<file path="src/rtl/tim_apb_arbiter_if.sv">
// ============================================================================
// Module      : tim_apb_arbiter_if
// Description : Requester handshakes plus timer APB bus seen by the arbiter.
// Revision    : 1.0 - initial release
// ============================================================================
`default_nettype none

interface tim_apb_arbiter_if #(
    parameter int AW = 12
);
    logic          req0;
    logic          req1;
    logic          we0;
    logic          we1;
    logic [AW-1:0] addr0;
    logic [AW-1:0] addr1;
    logic [31:0]   wdata0;
    logic [31:0]   wdata1;
    logic          ack0;
    logic          ack1;
    logic          err0;
    logic          err1;
    logic [31:0]   rdata0;
    logic [31:0]   rdata1;
    logic          tim_psel;
    logic          tim_penable;
    logic          tim_pwrite;
    logic [AW-1:0] tim_paddr;
    logic [31:0]   tim_pwdata;
    logic          tim_pready;
    logic [31:0]   tim_prdata;
    logic          busy;

    modport master (
        input  req0, req1, we0, we1, addr0, addr1, wdata0, wdata1,
        output ack0, ack1, err0, err1, rdata0, rdata1,
        output tim_psel, tim_penable, tim_pwrite, tim_paddr, tim_pwdata,
        input  tim_pready, tim_prdata,
        output busy
    );

    modport slave (
        output req0, req1, we0, we1, addr0, addr1, wdata0, wdata1,
        input  ack0, ack1, err0, err1, rdata0, rdata1,
        input  tim_psel, tim_penable, tim_pwrite, tim_paddr, tim_pwdata,
        output tim_pready, tim_prdata,
        input  busy
    );
endinterface

`default_nettype wire

</file>
<file path="src/rtl/tim_apb_arbiter.sv">
// ============================================================================
// Module      : tim_apb_arbiter
// Description : Round-robin two-requester APB master for the timer slave.
// Revision    : 1.0 - initial release
// ============================================================================
`default_nettype none

module tim_apb_arbiter #(
    parameter int AW      = 12,
    parameter int TIMEOUT = 16,
    parameter int TW      = 5
) (
    input  wire                  sys_clk,
    input  wire                  sys_rst_n,
    tim_apb_arbiter_if.master    bus
);

    typedef enum logic [1:0] {
        S_IDLE   = 2'd0,
        S_SETUP  = 2'd1,
        S_ACCESS = 2'd2
    } state_t;

    localparam logic [TW-1:0] TO_LAST = TW'((TIMEOUT > 0) ? TIMEOUT - 1 : 0);

    state_t        state_q;
    logic          gnt_q;
    logic          last_q;
    logic [TW-1:0] cnt_q;
    logic          psel_q;
    logic          penable_q;
    logic          pwrite_q;
    logic [AW-1:0] paddr_q;
    logic [31:0]   pwdata_q;
    logic          ack0_q;
    logic          ack1_q;
    logic          err0_q;
    logic          err1_q;
    logic [31:0]   rdata0_q;
    logic [31:0]   rdata1_q;
    logic          busy_q;

    logic          elig0_d;
    logic          elig1_d;
    logic          win_d;
    logic          expire_d;

    // A requester whose ack is on the bus this cycle is dropping its request.
    always_comb begin
        elig0_d  = bus.req0 & ~ack0_q;
        elig1_d  = bus.req1 & ~ack1_q;
        win_d    = (elig0_d & elig1_d) ? ~last_q : elig1_d;
        expire_d = (TIMEOUT != 0) && (cnt_q == TO_LAST);
    end

    always_ff @(posedge sys_clk or negedge sys_rst_n) begin
        if (!sys_rst_n) begin
            state_q   <= S_IDLE;
            gnt_q     <= 1'b0;
            last_q    <= 1'b1;
            cnt_q     <= '0;
            psel_q    <= 1'b0;
            penable_q <= 1'b0;
            pwrite_q  <= 1'b0;
            paddr_q   <= '0;
            pwdata_q  <= '0;
            ack0_q    <= 1'b0;
            ack1_q    <= 1'b0;
            err0_q    <= 1'b0;
            err1_q    <= 1'b0;
            rdata0_q  <= '0;
            rdata1_q  <= '0;
            busy_q    <= 1'b0;
        end else begin
            ack0_q <= 1'b0;
            ack1_q <= 1'b0;
            err0_q <= 1'b0;
            err1_q <= 1'b0;
            case (state_q)
                S_IDLE: begin
                    if (elig0_d | elig1_d) begin
                        gnt_q    <= win_d;
                        last_q   <= win_d;
                        pwrite_q <= win_d ? bus.we1    : bus.we0;
                        paddr_q  <= win_d ? bus.addr1  : bus.addr0;
                        pwdata_q <= win_d ? bus.wdata1 : bus.wdata0;
                        psel_q   <= 1'b1;
                        busy_q   <= 1'b1;
                        state_q  <= S_SETUP;
                    end
                end
                S_SETUP: begin
                    penable_q <= 1'b1;
                    cnt_q     <= '0;
                    state_q   <= S_ACCESS;
                end
                S_ACCESS: begin
                    // A pready arriving on the expiry edge still counts as success.
                    if (bus.tim_pready || expire_d) begin
                        psel_q    <= 1'b0;
                        penable_q <= 1'b0;
                        busy_q    <= 1'b0;
                        state_q   <= S_IDLE;
                        if (gnt_q) begin
                            ack1_q <= 1'b1;
                            err1_q <= ~bus.tim_pready;
                            if (!bus.tim_pready) begin
                                rdata1_q <= '0;
                            end else if (!pwrite_q) begin
                                rdata1_q <= bus.tim_prdata;
                            end
                        end else begin
                            ack0_q <= 1'b1;
                            err0_q <= ~bus.tim_pready;
                            if (!bus.tim_pready) begin
                                rdata0_q <= '0;
                            end else if (!pwrite_q) begin
                                rdata0_q <= bus.tim_prdata;
                            end
                        end
                    end else begin
                        cnt_q <= cnt_q + 1'b1;
                    end
                end
                default: begin
                    state_q <= S_IDLE;
                end
            endcase
        end
    end

    assign bus.ack0        = ack0_q;
    assign bus.ack1        = ack1_q;
    assign bus.err0        = err0_q;
    assign bus.err1        = err1_q;
    assign bus.rdata0      = rdata0_q;
    assign bus.rdata1      = rdata1_q;
    assign bus.tim_psel    = psel_q;
    assign bus.tim_penable = penable_q;
    assign bus.tim_pwrite  = pwrite_q;
    assign bus.tim_paddr   = paddr_q;
    assign bus.tim_pwdata  = pwdata_q;
    assign bus.busy        = busy_q;

endmodule

`default_nettype wire

</file>
<file path="src/flat_wrapper.sv">
// flat-port wrapper written by rule: the top's interface ports become plain ports
module tim_apb_arbiter_flat 
#(
    parameter int AW      = 12,
    parameter int TIMEOUT = 16,
    parameter int TW      = 5
)
  (sys_clk, sys_rst_n, bus_req0, bus_req1, bus_we0, bus_we1, bus_addr0, bus_addr1, bus_wdata0, bus_wdata1, bus_ack0, bus_ack1, bus_err0, bus_err1, bus_rdata0, bus_rdata1, bus_tim_psel, bus_tim_penable, bus_tim_pwrite, bus_tim_paddr, bus_tim_pwdata, bus_tim_pready, bus_tim_prdata, bus_busy);
  tim_apb_arbiter_if #(.AW(AW)) bus_i ();
  input  wire sys_clk;
  input  wire sys_rst_n;
  input wire logic [$bits(bus_i.req0)-1:0] bus_req0;
  input wire logic [$bits(bus_i.req1)-1:0] bus_req1;
  input wire logic [$bits(bus_i.we0)-1:0] bus_we0;
  input wire logic [$bits(bus_i.we1)-1:0] bus_we1;
  input wire logic [$bits(bus_i.addr0)-1:0] bus_addr0;
  input wire logic [$bits(bus_i.addr1)-1:0] bus_addr1;
  input wire logic [$bits(bus_i.wdata0)-1:0] bus_wdata0;
  input wire logic [$bits(bus_i.wdata1)-1:0] bus_wdata1;
  output wire logic [$bits(bus_i.ack0)-1:0] bus_ack0;
  output wire logic [$bits(bus_i.ack1)-1:0] bus_ack1;
  output wire logic [$bits(bus_i.err0)-1:0] bus_err0;
  output wire logic [$bits(bus_i.err1)-1:0] bus_err1;
  output wire logic [$bits(bus_i.rdata0)-1:0] bus_rdata0;
  output wire logic [$bits(bus_i.rdata1)-1:0] bus_rdata1;
  output wire logic [$bits(bus_i.tim_psel)-1:0] bus_tim_psel;
  output wire logic [$bits(bus_i.tim_penable)-1:0] bus_tim_penable;
  output wire logic [$bits(bus_i.tim_pwrite)-1:0] bus_tim_pwrite;
  output wire logic [$bits(bus_i.tim_paddr)-1:0] bus_tim_paddr;
  output wire logic [$bits(bus_i.tim_pwdata)-1:0] bus_tim_pwdata;
  input wire logic [$bits(bus_i.tim_pready)-1:0] bus_tim_pready;
  input wire logic [$bits(bus_i.tim_prdata)-1:0] bus_tim_prdata;
  output wire logic [$bits(bus_i.busy)-1:0] bus_busy;
  assign bus_i.req0 = bus_req0;
  assign bus_i.req1 = bus_req1;
  assign bus_i.we0 = bus_we0;
  assign bus_i.we1 = bus_we1;
  assign bus_i.addr0 = bus_addr0;
  assign bus_i.addr1 = bus_addr1;
  assign bus_i.wdata0 = bus_wdata0;
  assign bus_i.wdata1 = bus_wdata1;
  assign bus_ack0 = bus_i.ack0;
  assign bus_ack1 = bus_i.ack1;
  assign bus_err0 = bus_i.err0;
  assign bus_err1 = bus_i.err1;
  assign bus_rdata0 = bus_i.rdata0;
  assign bus_rdata1 = bus_i.rdata1;
  assign bus_tim_psel = bus_i.tim_psel;
  assign bus_tim_penable = bus_i.tim_penable;
  assign bus_tim_pwrite = bus_i.tim_pwrite;
  assign bus_tim_paddr = bus_i.tim_paddr;
  assign bus_tim_pwdata = bus_i.tim_pwdata;
  assign bus_i.tim_pready = bus_tim_pready;
  assign bus_i.tim_prdata = bus_tim_prdata;
  assign bus_busy = bus_i.busy;
  tim_apb_arbiter #(.AW(AW), .TIMEOUT(TIMEOUT), .TW(TW)) u_core (.sys_clk(sys_clk), .sys_rst_n(sys_rst_n), .bus(bus_i));
endmodule
</file>
<file path="config.mk">
export PLATFORM = sky130hd
export DESIGN_NAME = tim_apb_arbiter_flat
export DESIGN_NICKNAME = d
export VERILOG_FILES = /design/src/rtl/tim_apb_arbiter_if.sv /design/src/rtl/tim_apb_arbiter.sv /design/src/flat_wrapper.sv
export SDC_FILE = /design/constraint.sdc
export NUM_CORES = 1
export LEC_CHECK = 0
export CAP_MARGIN = 20
export CORE_ASPECT_RATIO = 0.8
export CORE_MARGIN = 1.5
export CORE_UTILIZATION = 44
export CTS_CLUSTER_SIZE = 25
export DETAILED_ROUTE_END_ITERATION = 7
export HOLD_SLACK_MARGIN = 0.02
export PLACE_DENSITY = 0.92
export SLEW_MARGIN = 20
export SYNTH_ARGS = -nofsm -noshare
export SYNTH_HDL_FRONTEND = slang
export SYNTH_SLANG_ARGS = --single-unit
</file>
<file path="constraint.sdc">
create_clock -name sys_clk -period 2.41 [get_ports sys_clk]
set_input_delay 0.482 -clock sys_clk [delete_from_list [all_inputs] [get_ports sys_clk]]
set_output_delay 0.482 -clock sys_clk [all_outputs]
set_load 0.01 [all_outputs]
</file>
==> results of run 1 <==
==> cell families (layout without fill, tap and decap cells) <==
logic type / count (synthesis) / in the layout / synth area share [%]
AOI/OAI and AO/OA: 152 / 152 / 19.2
adders and majority gates: 2 / 2 / 0.408
buffers and inverters: 61 / 301 / 4.71
DFF: 124 / 124 / 50.6
muxes: 68 / 68 / 13.0
and+or+nand+nor: 100 / 100 / 12.0
==> repair_timing <==
item / 4_1_cts / 5_1_grt
resized for setup: 0 / 4
setup buffers: 0 / 1
endpoints found under the setup margin: 0 / 1
==> metal layers <==
metal	global-route usage, %	part of all wire [%]	wire [um]	vias up
met5	0	0	0	-
met1	30.9	39	7600	2628
met4	9.37	1.8	361	0
li1	-	-	-	2378
met2	42.5	48	9300	307
met3	11.5	12	2260	32
==> sequential cells by signal, summed over array words and instances, names as in the netlist, 2 cells and up <==
name and flops:
u_core.bus.rdata0 32, u_core.bus.rdata1 32, u_core.bus.tim_paddr 12, u_core.bus.tim_pwdata 32
u_core.cnt_q 5, u_core.state_q 2
==> per-stage QoR <==
step / TNS [ns] / instances / utilization, %
after CTS: 0 / 924 / 68.7
after floorplan: 0 / 507 / -
after detailed placement: 0 / 892 / 64.1
after global routing: -0.473 / 927 / 68.9
after global placement: 0 / 892 / 64.1
final: 0 / 927 / 68.9
==> layout make-up <==
| cell class | instances | area (um2) | area share (%) |
|---|---|---|---|
| clock buffer | 19 | 433 | 4.62 |
| clock inverter | 13 | 190 | 2.03 |
| inverter | 5 | 18.8 | 0.200 |
| multi-input combinational | 322 | 2740 | 29.3 |
| sequential | 124 | 3100 | 33.1 |
| tap | 180 | 225 | 2.40 |
| timing repair buffer | 264 | 2660 | 28.4 |
==> report_power, final <==
group / switching [mW] / internal [mW] / leakage [nW]
Combinational: 2.21 / 3.03 / 2.13
Sequential: 0.668 / 3.04 / 1.52
Clock: 0.963 / 1.74 / 0.291
Total: 3.84 / 7.81 / 3.94
==> worst paths after layout <==
check                           slack [ns]                           endpoint                             start  cells after the start
worst min-delay path                  0.03  u_core.bus.rdata1[20]$_DFFE_PN0P_                         sys_rst_n                      1
max in group asynchronous             1.66          u_core.last_q$_DFFE_PN1P_                         sys_rst_n                      2
worst min register to register        0.50   u_core.bus.rdata0[5]$_DFFE_PN0P_  u_core.bus.rdata0[5]$_DFFE_PN0P_                      1
min in group sys_clk                  0.50   u_core.bus.rdata0[5]$_DFFE_PN0P_  u_core.bus.rdata0[5]$_DFFE_PN0P_                      1
worst max-delay path                  0.09  u_core.bus.rdata1[25]$_DFFE_PN0P_       u_core.cnt_q[0]$_DFFE_PN0P_                      8
worst max register to register        0.09  u_core.bus.rdata1[25]$_DFFE_PN0P_       u_core.cnt_q[0]$_DFFE_PN0P_                      8
==> critical path, delay by kind of cell, from the launching register on <==
family | cells | cell delay, ns
DFF | 1 | 0.41
and+or+nand+nor | 2 | 0.26
buffers and inverters | 2 | 0.38
AOI/OAI and AO/OA | 1 | 0.31
muxes | 1 | 0.36
adders and majority gates | 2 | 0.46
==> cells in the final DEF (no fill, tap or decap), types with 3 or more instances in the layout <==
master             n
buf_4             17
o21ai_0           47
nor3_1             5
clkinvlp_4         4
mux2_4            10
and2_1            32
a221oi_1          45
o2bb2ai_1          3
buf_12             4
inv_1              4
nand2b_1           3
mux2_2            51
a21o_1             4
bufinv_16          4
clkbuf_16         18
a2bb2oi_1         45
clkdlybuf4s50_1  241
inv_6              3
mux2_1             4
mux2i_1            3
dfrtp_1          123
nor2_1             4
and3b_1           46
==> metrics.md, run 1 <==
| Metric | Value |
|---|---|
| Max Cap Viol | 0 |
| Top post-synthesis cells by area | dfrtp_1 (50%), mux2_2 (9.4%), and3b_1 (6.6%) |
| DR vias/cell | 5.77 |
| Kind of critical path | reg -> reg |
| Pin count of the biggest net entering global routing | 64 |
| Routed WL | around 20000 um |
| Total CTS buffers | 17 |
| Critical Path End Type | flop |
| CTS tree | built |
| YS warnings | 0 |
| # IOs | 243 |
| FP Rows | 38 |
| GP Congestion | 0.833 |
| Chip width | 135 um |
| Crit-path cells | ha_1 -> and3_1 -> ha_2 -> nor2_4 -> a2111oi_4 -> buf_4 -> clkbuf_16 -> mux2_2 |
| Post-synth EDFFs | 0 |
| Post-synth top cells | dfrtp_1 (123), mux2_2 (51), o21ai_0 (47), and3b_1 (46) |
| CP peak stage delay | approximately 0.41 ns |
| Fill count | 950 |
| DP Area | 0.00871 mm2 |
| Pwr Density | 1240 mW/mm2 |
| WL/cell | about 21 um |
| Outcome | finished clean |
| CTS H-tree lvls | 4 |
| Cell variety after synth | 39 |
| Achievable Freq | 0.430 GHz |
| First-pass GRT wire length | 29300 um |
| Worst hold path type | in -> async |
| Nets | 863 |
| Slew @ Worst Pin | between 0.5 and 0.6 ns |
| Layout cells sized above 1 | 16.5% |
| Period utilization | 96.4% |
| Mean Syn Cell Area | 12.1 um2 |
| Most frequent cell after synthesis | dfrtp_1 |
| Synthesized area | just over 0.006 mm2 |
| Synth Flop Type | dfrtp_1 |
| Cell area after layout | 0.00937 mm2 |
| Clock skew | 0.00796 ns |
| Slew Viols, Final | 0 |
| Critical path arrival | around 2.6 ns |
| Total power | 11.7 mW |
| Clock tree buffer depth | 2 |
| VDD IR max | 0.860 mV |
| Drt initial violations | 375 |
| Post-synth ARST share | between 90% and 100% |
| CTS Hold Bufs | 0 |
| Vias in the first global route | 5548 |
| Syn Nets | 636 |
| Clk sinks | ~120 |
| Cell taking the most area after synthesis | dfrtp_1 |
| Post-route ant nets | 0 |
| Die height | 109 um |
| Ant diodes | 0 |
| Critical Path Start Type | flop |
| Pleak | 3.94 nW |
| Dpl hpwl | 12800 um |
| Initial core utilization | 45.1% |
| Final setup margin | 0.0870 ns |
| Syn Inst Count | roughly 510 |
| Crit path max fanout | 16 |
| Drt drc | 0 |
| Tmin final | 2.32 ns |
| CP max-delay cell | dfrtp_1 |
| Post-synth top area share | around 50% |
| Register bit total from synthesis | roughly 120 |
| Rel. slew slack | between 60% and 70% |
| Post-place setup slack | 0.0673 ns |
| Core Area | between 0.01 and 0.015 mm2 |
| All-Layer GR Usage | a little over a quarter |
| WP data required | approximately 2.7 ns |
| Hold WS | 0.0252 ns |
| Setup-failing EPs final | 0 |
| Register area share after synthesis | 50.6% |
| Via count | about 5300 |
| Clk_lat worst skew | 0.42 ns |
| Synth-to-layout area growth | 52.8% |
| Root buf cell | clkbuf_16 |
| PortBufs | around 240 |
| Clock transition at path regs | around 0.06 ns |
| Overflow after GRT | 0 |
| Die area | about 0.015 mm2 |
| Drt first pass iters | 5 |
| Final Hold Viols | 0 |
| Initial antenna violation count | 0 |
No activity file was read; power rests on OpenSTA's default activity.
==> inputs of run 2 (changes only) <==
Settings changed: SETUP_SLACK_MARGIN set to 0.4.
==> run 2 against run 1 <==
Net effect:
- critical path depth stayed put
- global-route usage is 1.2 points higher
- register-to-register slack better by 0.15 ns
- fmax is 6.8% higher
- worst setup slack better by 0.15 ns
- sequential share of layout area is 1.2 points lower
- sequential cell count stayed put
==> metrics.md, run 2 (synthesized netlist as in run 1, its figures left out) <==
| Metric | Value |
|---|---|
| Outcome | finished clean (unchanged) |
| DR vias/cell | 5.94 (was 5.77) |
| Clock tree buffer depth | 2 (unchanged) |
| Layout cells sized above 1 | 19.0% (was 16.5%) |
| Drt initial violations | 411 (was 375) |
| WL/cell | 23.6 um (was 21.1 um) |
| Crit path max fanout | 8 (was 16) |
| Uppermost routed layer | met4 (unchanged) |
| Most frequent cells in the layout | clkdlybuf4s50_1 (241), dfrtp_1 (120), mux2_4 (60), o21ai_0 (47), and3b_1 (46) (was clkdlybuf4s50_1 (241), dfrtp_1 (123), mux2_2 (51), o21ai_0 (47), and3b_1 (46)) |
| Clock skew | 0.0143 ns (was 0.00796 ns) |
| Met1 wire length | 8650 um (was 7600 um) |
| Final Core Density | 71.5% (was 68.9%) |
| Drt first pass iters | 7 (was 5) |
| Ant diodes | 0 (unchanged) |
| GP Congestion | 0.852 (was 0.833) |
| Critical Path Start Type | flop (unchanged) |
| WP data required | 2.72 ns (was 2.71 ns) |
| CTS tree | built (unchanged) |
| Routed wl met3 | 2200 um (was 2260 um) |
| Total Negative Setup Slacks | 0 ns (unchanged) |
| Tmin final | 2.17 ns (was 2.32 ns) |
| Crit-path cells | ha_2 -> and3_4 -> ha_4 -> nor2_4 -> a2111oi_4 -> buf_4 -> buf_12 -> mux2_4 (was ha_1 -> and3_1 -> ha_2 -> nor2_4 -> a2111oi_4 -> buf_4 -> clkbuf_16 -> mux2_2) |
| All-Layer GR Usage | 27.3% (was 26.1%) |
| PortBufs | 242 (unchanged) |
| Worst hold path type | reg -> reg (was in -> async) |
| VDD IR max | 0.826 mV (was 0.860 mV) |
| FP Rows | 38 (unchanged) |
| Pwr Density | 1240 mW/mm2 (about the same) |
| Buf/Inv on CP | 2 (unchanged) |
| Achievable Freq | 0.460 GHz (was 0.430 GHz) |
| First-pass GRT wire length | 30300 um (was 29300 um) |
| Unrepaired setup endpoints after global routing | true |
| Slew Viols, Final | 0 (unchanged) |
| Critical path arrival | 2.48 ns (was 2.62 ns) |
| # IOs | 243 (unchanged) |
| CTS H-tree lvls | 4 (unchanged) |
| Chip width | 135 um (unchanged) |
| Setup-failing EPs final | 0 (unchanged) |
| Total CTS buffers | 17 (unchanged) |
| Die area | 0.0147 mm2 (unchanged) |
| Pin count of the biggest net entering global routing | 83 (was 64) |
| Routed WL | 22200 um (was 19500 um) |
| Critical path's top delay family | compound AO/OA/AOI/OAI gates (was adder cells) |
| Drt drc | 0 (unchanged) |
| Commonest non-fill, non-tap cell in the layout | clkdlybuf4s50_1 (unchanged) |
| Synth-to-layout area growth | 58.6% (was 52.8%) |
| Clk_lat worst skew | 0.43 ns (was 0.42 ns) |
| Slew @ Worst Pin | 0.557 ns (was 0.531 ns) |
| Overflow after GRT | 0 (unchanged) |
| Die height | 109 um (unchanged) |
| Clk sinks | 124 (unchanged) |
| Vias in the first global route | 5532 (was 5548) |
| Initial core utilization | 45.1% (unchanged) |
| Via count | 5576 (was 5345) |
| Final Hold Viols | 0 (unchanged) |
| Max Cap Viol | 0 (unchanged) |
| CP max-delay cell | a2111oi_4 (was dfrtp_1) |
| Fill count | 883 (was 950) |
| Post-route ant nets | 0 (unchanged) |
| CP peak stage delay | 0.38 ns (was 0.41 ns) |
| Clock transition at path regs | 0.06 ns (about the same) |
| Kind of critical path | reg -> reg (unchanged) |
| Core Area | 0.0136 mm2 (unchanged) |
| Nets | 874 (was 863) |
| Rel. slew slack | 62.8% (was 64.6%) |
| Initial antenna violation count | 0 (unchanged) |
| Period utilization | 90.2% (was 96.4%) |
| Dpl hpwl | 12600 um (was 12800 um) |
| Critical Path End Type | flop (unchanged) |
| Pleak | 4.12 nW (was 3.94 nW) |
| Met2 WL | 10800 um (was 9300 um) |
| Root buf cell | clkbuf_16 (unchanged) |
==> run 2: what timing repair did <==
item / CTS / global route
setup endpoints to repair: 67 / 67
setup buffers: 3 / 6
gates cloned: 1 / 5
hold buffers: 1 / 0
gates resized for setup: 4 / 60
endpoints found under the hold margin: 27 / 0
pin swaps: 0 / 3
==> run 2: area by class of cell <==
class,instances,area (um2),share of cell area [%]
repair buffers,275,2830,29.1
multi-input cells,322,2950,30.3
flip-flops and latches,124,3110,32.0
clock inverters,13,140,1.44
well taps,180,225,2.32
inverters,5,18.8,0.193
clock buffers,19,453,4.66
==> run 2: stage by stage <==
stage	std cells	area, um2	hold slack, ns	setup WS, ns	total power [mW]
after CTS	927	9380	0.501	0.329	11.6
after global placement	890	8700	0.447	0.0991	8.66
after global routing	938	9720	0.515	0.189	12.6
after detailed placement	890	8700	0.458	0.0480	8.88
final	938	9720	0.499	0.236	12.1
after floorplan	507	6130	0.186	0.422	6.17
==> run 2: per-layer routing <==
metal | vias up | global-route usage (%)
met5 | - | 0
met4 | 0 | 11.5
met3 | 47 | 11.2
met2 | 333 | 43.5
met1 | 2803 | 33.0
li1 | 2393 | -
==> run 2: final timing paths <==
kind / slack (ns) / cells past startpoint / endpoint / from
max in group asynchronous: 1.03 / 3 / u_core.bus.rdata0[22]$_DFFE_PN0P_ / sys_rst_n
min in group asynchronous: 0.56 / 2 / u_core.bus.rdata1[6]$_DFFE_PN0P_ / sys_rst_n
max: 0.24 / 8 / u_core.bus.rdata1[20]$_DFFE_PN0P_ / u_core.cnt_q[1]$_DFFE_PN0P_
min reg2reg: 0.50 / 1 / u_core.bus.tim_psel$_DFFE_PN0P_ / u_core.bus.tim_psel$_DFFE_PN0P_
min: 0.50 / 1 / u_core.bus.tim_psel$_DFFE_PN0P_ / u_core.bus.tim_psel$_DFFE_PN0P_
max reg2reg: 0.24 / 8 / u_core.bus.rdata1[20]$_DFFE_PN0P_ / u_core.cnt_q[1]$_DFFE_PN0P_
==> run 2: power breakdown <==
part	switching, mW	internal [mW]	total, mW
combinational	2.37	3.34	5.70
clock	0.998	1.58	2.58
sequential	0.748	3.05	3.80
==> inputs of run 3 (changes only) <==
Clock period 2.41 ns to 2.1 ns, I/O delays scaled along.
==> run 3 against run 2 <==
Net effect:
- combinational power rose by 8.1%
- register-to-register slack got worse by 0.22 ns
- die area did not move
- first-iteration DRC count down 17%
- highest routed layer is now met5
- cell count increased by 1.5%
- largest cell class unchanged
- clock skew is 0.0062 ns lower
- worst hold slack worse by 0.10 ns
- via count shrank 0.91%
==> metrics.md, run 3 (synthesized netlist as in run 1, its figures left out) <==
| Metric | Value |
|---|---|
| Layout cells sized above 1 | 22.5% (was 19.0%) |
| Chip width | 135 um (unchanged) |
| Hold WS | 0.395 ns (was 0.499 ns) |
| Outcome | finished clean (unchanged) |
| WL/cell | 22.1 um (was 23.6 um) |
| Overflow after GRT | 0 (unchanged) |
| Critical Path Start Type | flop (unchanged) |
| Ant diodes | 0 (unchanged) |
| PortBufs | 242 (unchanged) |
| Drt initial violations | 340 (was 411) |
| Post-place setup slack | -0.0514 ns (was 0.0480 ns) |
| VDD IR max | 1.08 mV (was 0.826 mV) |
| Kind of critical path | reg -> reg (unchanged) |
| CP peak stage delay | 0.37 ns (was 0.38 ns) |
| Critical Path End Type | flop (unchanged) |
| Nets | 890 (was 874) |
| Initial antenna violation count | 1 (was 0) |
| Reg2reg path depth | 9 (was 8) |
| Commonest non-fill, non-tap cell in the layout | clkdlybuf4s50_1 (unchanged) |
| Slew Viols, Final | 0 (unchanged) |
| Final Core Density | 72.2% (was 71.5%) |
| WP data required | 2.39 ns (was 2.72 ns) |
| Dpl hpwl | 12400 um (was 12600 um) |
| Clock skew | 0.00806 ns (was 0.0143 ns) |
| Via count | 5525 (was 5576) |
| Crit path max fanout | 8 (unchanged) |
| Post-route ant nets | 0 (unchanged) |
| GP Congestion | 0.827 (was 0.852) |
| Period utilization | 99.4% (was 90.2%) |
| First-pass GRT wire length | 30200 um (was 30300 um) |
| Pin count of the biggest net entering global routing | 69 (was 83) |
| Cell area after layout | 0.00982 mm2 (was 0.00972 mm2) |
| Most frequent cells in the layout | clkdlybuf4s50_1 (125), dfrtp_1 (121), dlygate4sd2_1 (116), and3b_1 (46), o21ai_0 (46) (was clkdlybuf4s50_1 (241), dfrtp_1 (120), mux2_4 (60), o21ai_0 (47), and3b_1 (46)) |
| DP Area | 0.00881 mm2 (was 0.00870 mm2) |
| Worst r2r dst | u_core.bus.rdata0[2]$_DFFE_PN0P_ (was u_core.bus.rdata1[20]$_DFFE_PN0P_) |
| Routed WL | 21000 um (was 22200 um) |
| CTS tree | built (unchanged) |
| Synth-to-layout area growth | 60.2% (was 58.6%) |
| # IOs | 243 (unchanged) |
| Total CTS buffers | 17 (unchanged) |
| CP max-delay cell | dfrtp_1 (was a2111oi_4) |
| CTS H-tree lvls | 4 (unchanged) |
| DR vias/cell | 5.80 (was 5.94) |
| Max Cap Viol | 0 (unchanged) |
| Pwr Density | 1360 mW/mm2 (was 1240 mW/mm2) |
| Setup-failing EPs final | 0 (unchanged) |
| Drt drc | 0 (unchanged) |
| Rel. slew slack | 70.7% (was 62.8%) |
| Root buf cell | clkbuf_16 (unchanged) |
| All-Layer GR Usage | 26.7% (was 27.3%) |
| Tmin final | 2.09 ns (was 2.17 ns) |
| Die height | 109 um (unchanged) |
| Clock transition at path regs | 0.06 ns (about the same) |
| Clk_lat worst skew | 0.41 ns (was 0.43 ns) |
| RR Startpoint | u_core.cnt_q[0]$_DFFE_PN0P_ (was u_core.cnt_q[1]$_DFFE_PN0P_) |
| Initial core utilization | 45.1% (unchanged) |
| Die area | 0.0147 mm2 (unchanged) |
| Achievable Freq | 0.479 GHz (was 0.460 GHz) |
| Total Negative Setup Slacks | 0 ns (unchanged) |
| Pleak | 4.46 nW (was 4.12 nW) |
| Drt first pass iters | 5 (was 7) |
| Unrepaired setup endpoints after global routing | true (unchanged) |
| Core Area | 0.0136 mm2 (unchanged) |
| Clock tree buffer depth | 2 (unchanged) |
| Final Hold Viols | 0 (unchanged) |
| Slew @ Worst Pin | 0.433 ns (was 0.557 ns) |
| Clk sinks | 124 (unchanged) |
| Reg2Reg Setup Slack | 0.01 ns (was 0.24 ns) |
| Vias in the first global route | 5526 (was 5532) |
| FP Rows | 38 (unchanged) |
| Critical path arrival | 2.38 ns (was 2.48 ns) |
| Worst hold path type | in -> async (was reg -> reg) |
| Final setup margin | 0.0129 ns (was 0.236 ns) |
| Crit-path cells | ha_2 -> and3_4 -> ha_4 -> nor2_4 -> a2111oi_4 -> buf_4 -> buf_6 -> buf_12 -> mux2_2 (was ha_2 -> and3_4 -> ha_4 -> nor2_4 -> a2111oi_4 -> buf_4 -> buf_12 -> mux2_4) |
==> run 3: worst max-delay path, delay by kind of cell, from the launching register on <==
| family | cells | cell delay [ns] |
|---|---|---|
| buffers and inverters | 3 | 0.42 |
| and+or+nand+nor | 2 | 0.25 |
| adders and majority gates | 2 | 0.35 |
| AOI/OAI and AO/OA | 1 | 0.22 |
| DFF | 1 | 0.37 |
| muxes | 1 | 0.35 |
==> run 3: repair_timing <==
action | CTS | global route
setup endpoints to repair | 193 | 119
setup buffers | 10 | 4
pin swaps | 4 | 3
resized for setup | 136 | 36
hold buffers | 1 | 0
endpoints found under the hold margin | 9 | 0
gates cloned | 3 | 7
==> run 3: area by class of cell <==
cell class / instances / area (um2)
Clock buffer: 19 / 453
Inverter: 5 / 23.8
Fill cell: 941 / 3780
Multi-Input combinational cell: 322 / 2950
Timing Repair Buffer: 291 / 2920
Tap cell: 180 / 225
Sequential cell: 124 / 3110
Clock inverter: 11 / 143
==> run 3: report_power, final <==
part	internal, mW	leakage (nW)	switching (mW)
Clock	1.91	0.291	1.07
Sequential	3.49	1.52	0.681
Combinational	3.28	2.65	2.87
==> run 3: per-stage QoR <==
step	total power, mW	std cells
2_1_floorplan	7.08	507
3_3_place_gp	10.0	897
3_5_place_dp	10.2	897
4_1_cts	12.8	941
5_1_grt	14.0	952
6_report	13.3	952
==> run 3: how the worst max path moves through the flow <==
stage | from | slack, ns | to
6_report | u_core.cnt_q[0]$_DFFE_PN0P_ | 0.01 | u_core.bus.rdata0[2]$_DFFE_PN0P_
3_5_place_dp | bus_tim_pready | -0.05 | u_core.bus.rdata1[20]$_DFFE_PN0P_
4_1_cts | u_core.cnt_q[0]$_DFFE_PN0P_ | 0.04 | u_core.bus.rdata0[2]$_DFFE_PN0P_
2_1_floorplan | u_core.cnt_q[0]$_DFFE_PN0P_ | 0.15 | u_core.bus.rdata1[0]$_DFFE_PN0P_
3_3_place_gp | bus_tim_pready | -0.02 | u_core.bus.rdata1[20]$_DFFE_PN0P_
5_1_grt | u_core.cnt_q[0]$_DFFE_PN0P_ | -0.01 | u_core.bus.rdata0[2]$_DFFE_PN0P_
==> run 3: layer usage <==
metal	vias to the layer above	part of all wire, %	wire length (um)	GRT usage (%)
li1	2431	-	-	-
met1	2746	38	8080	32.6
met2	305	49	10200	44.0
met3	41	11	2240	9.61
met4	2	2.2	452	9.29
met5	-	0.062	13	0
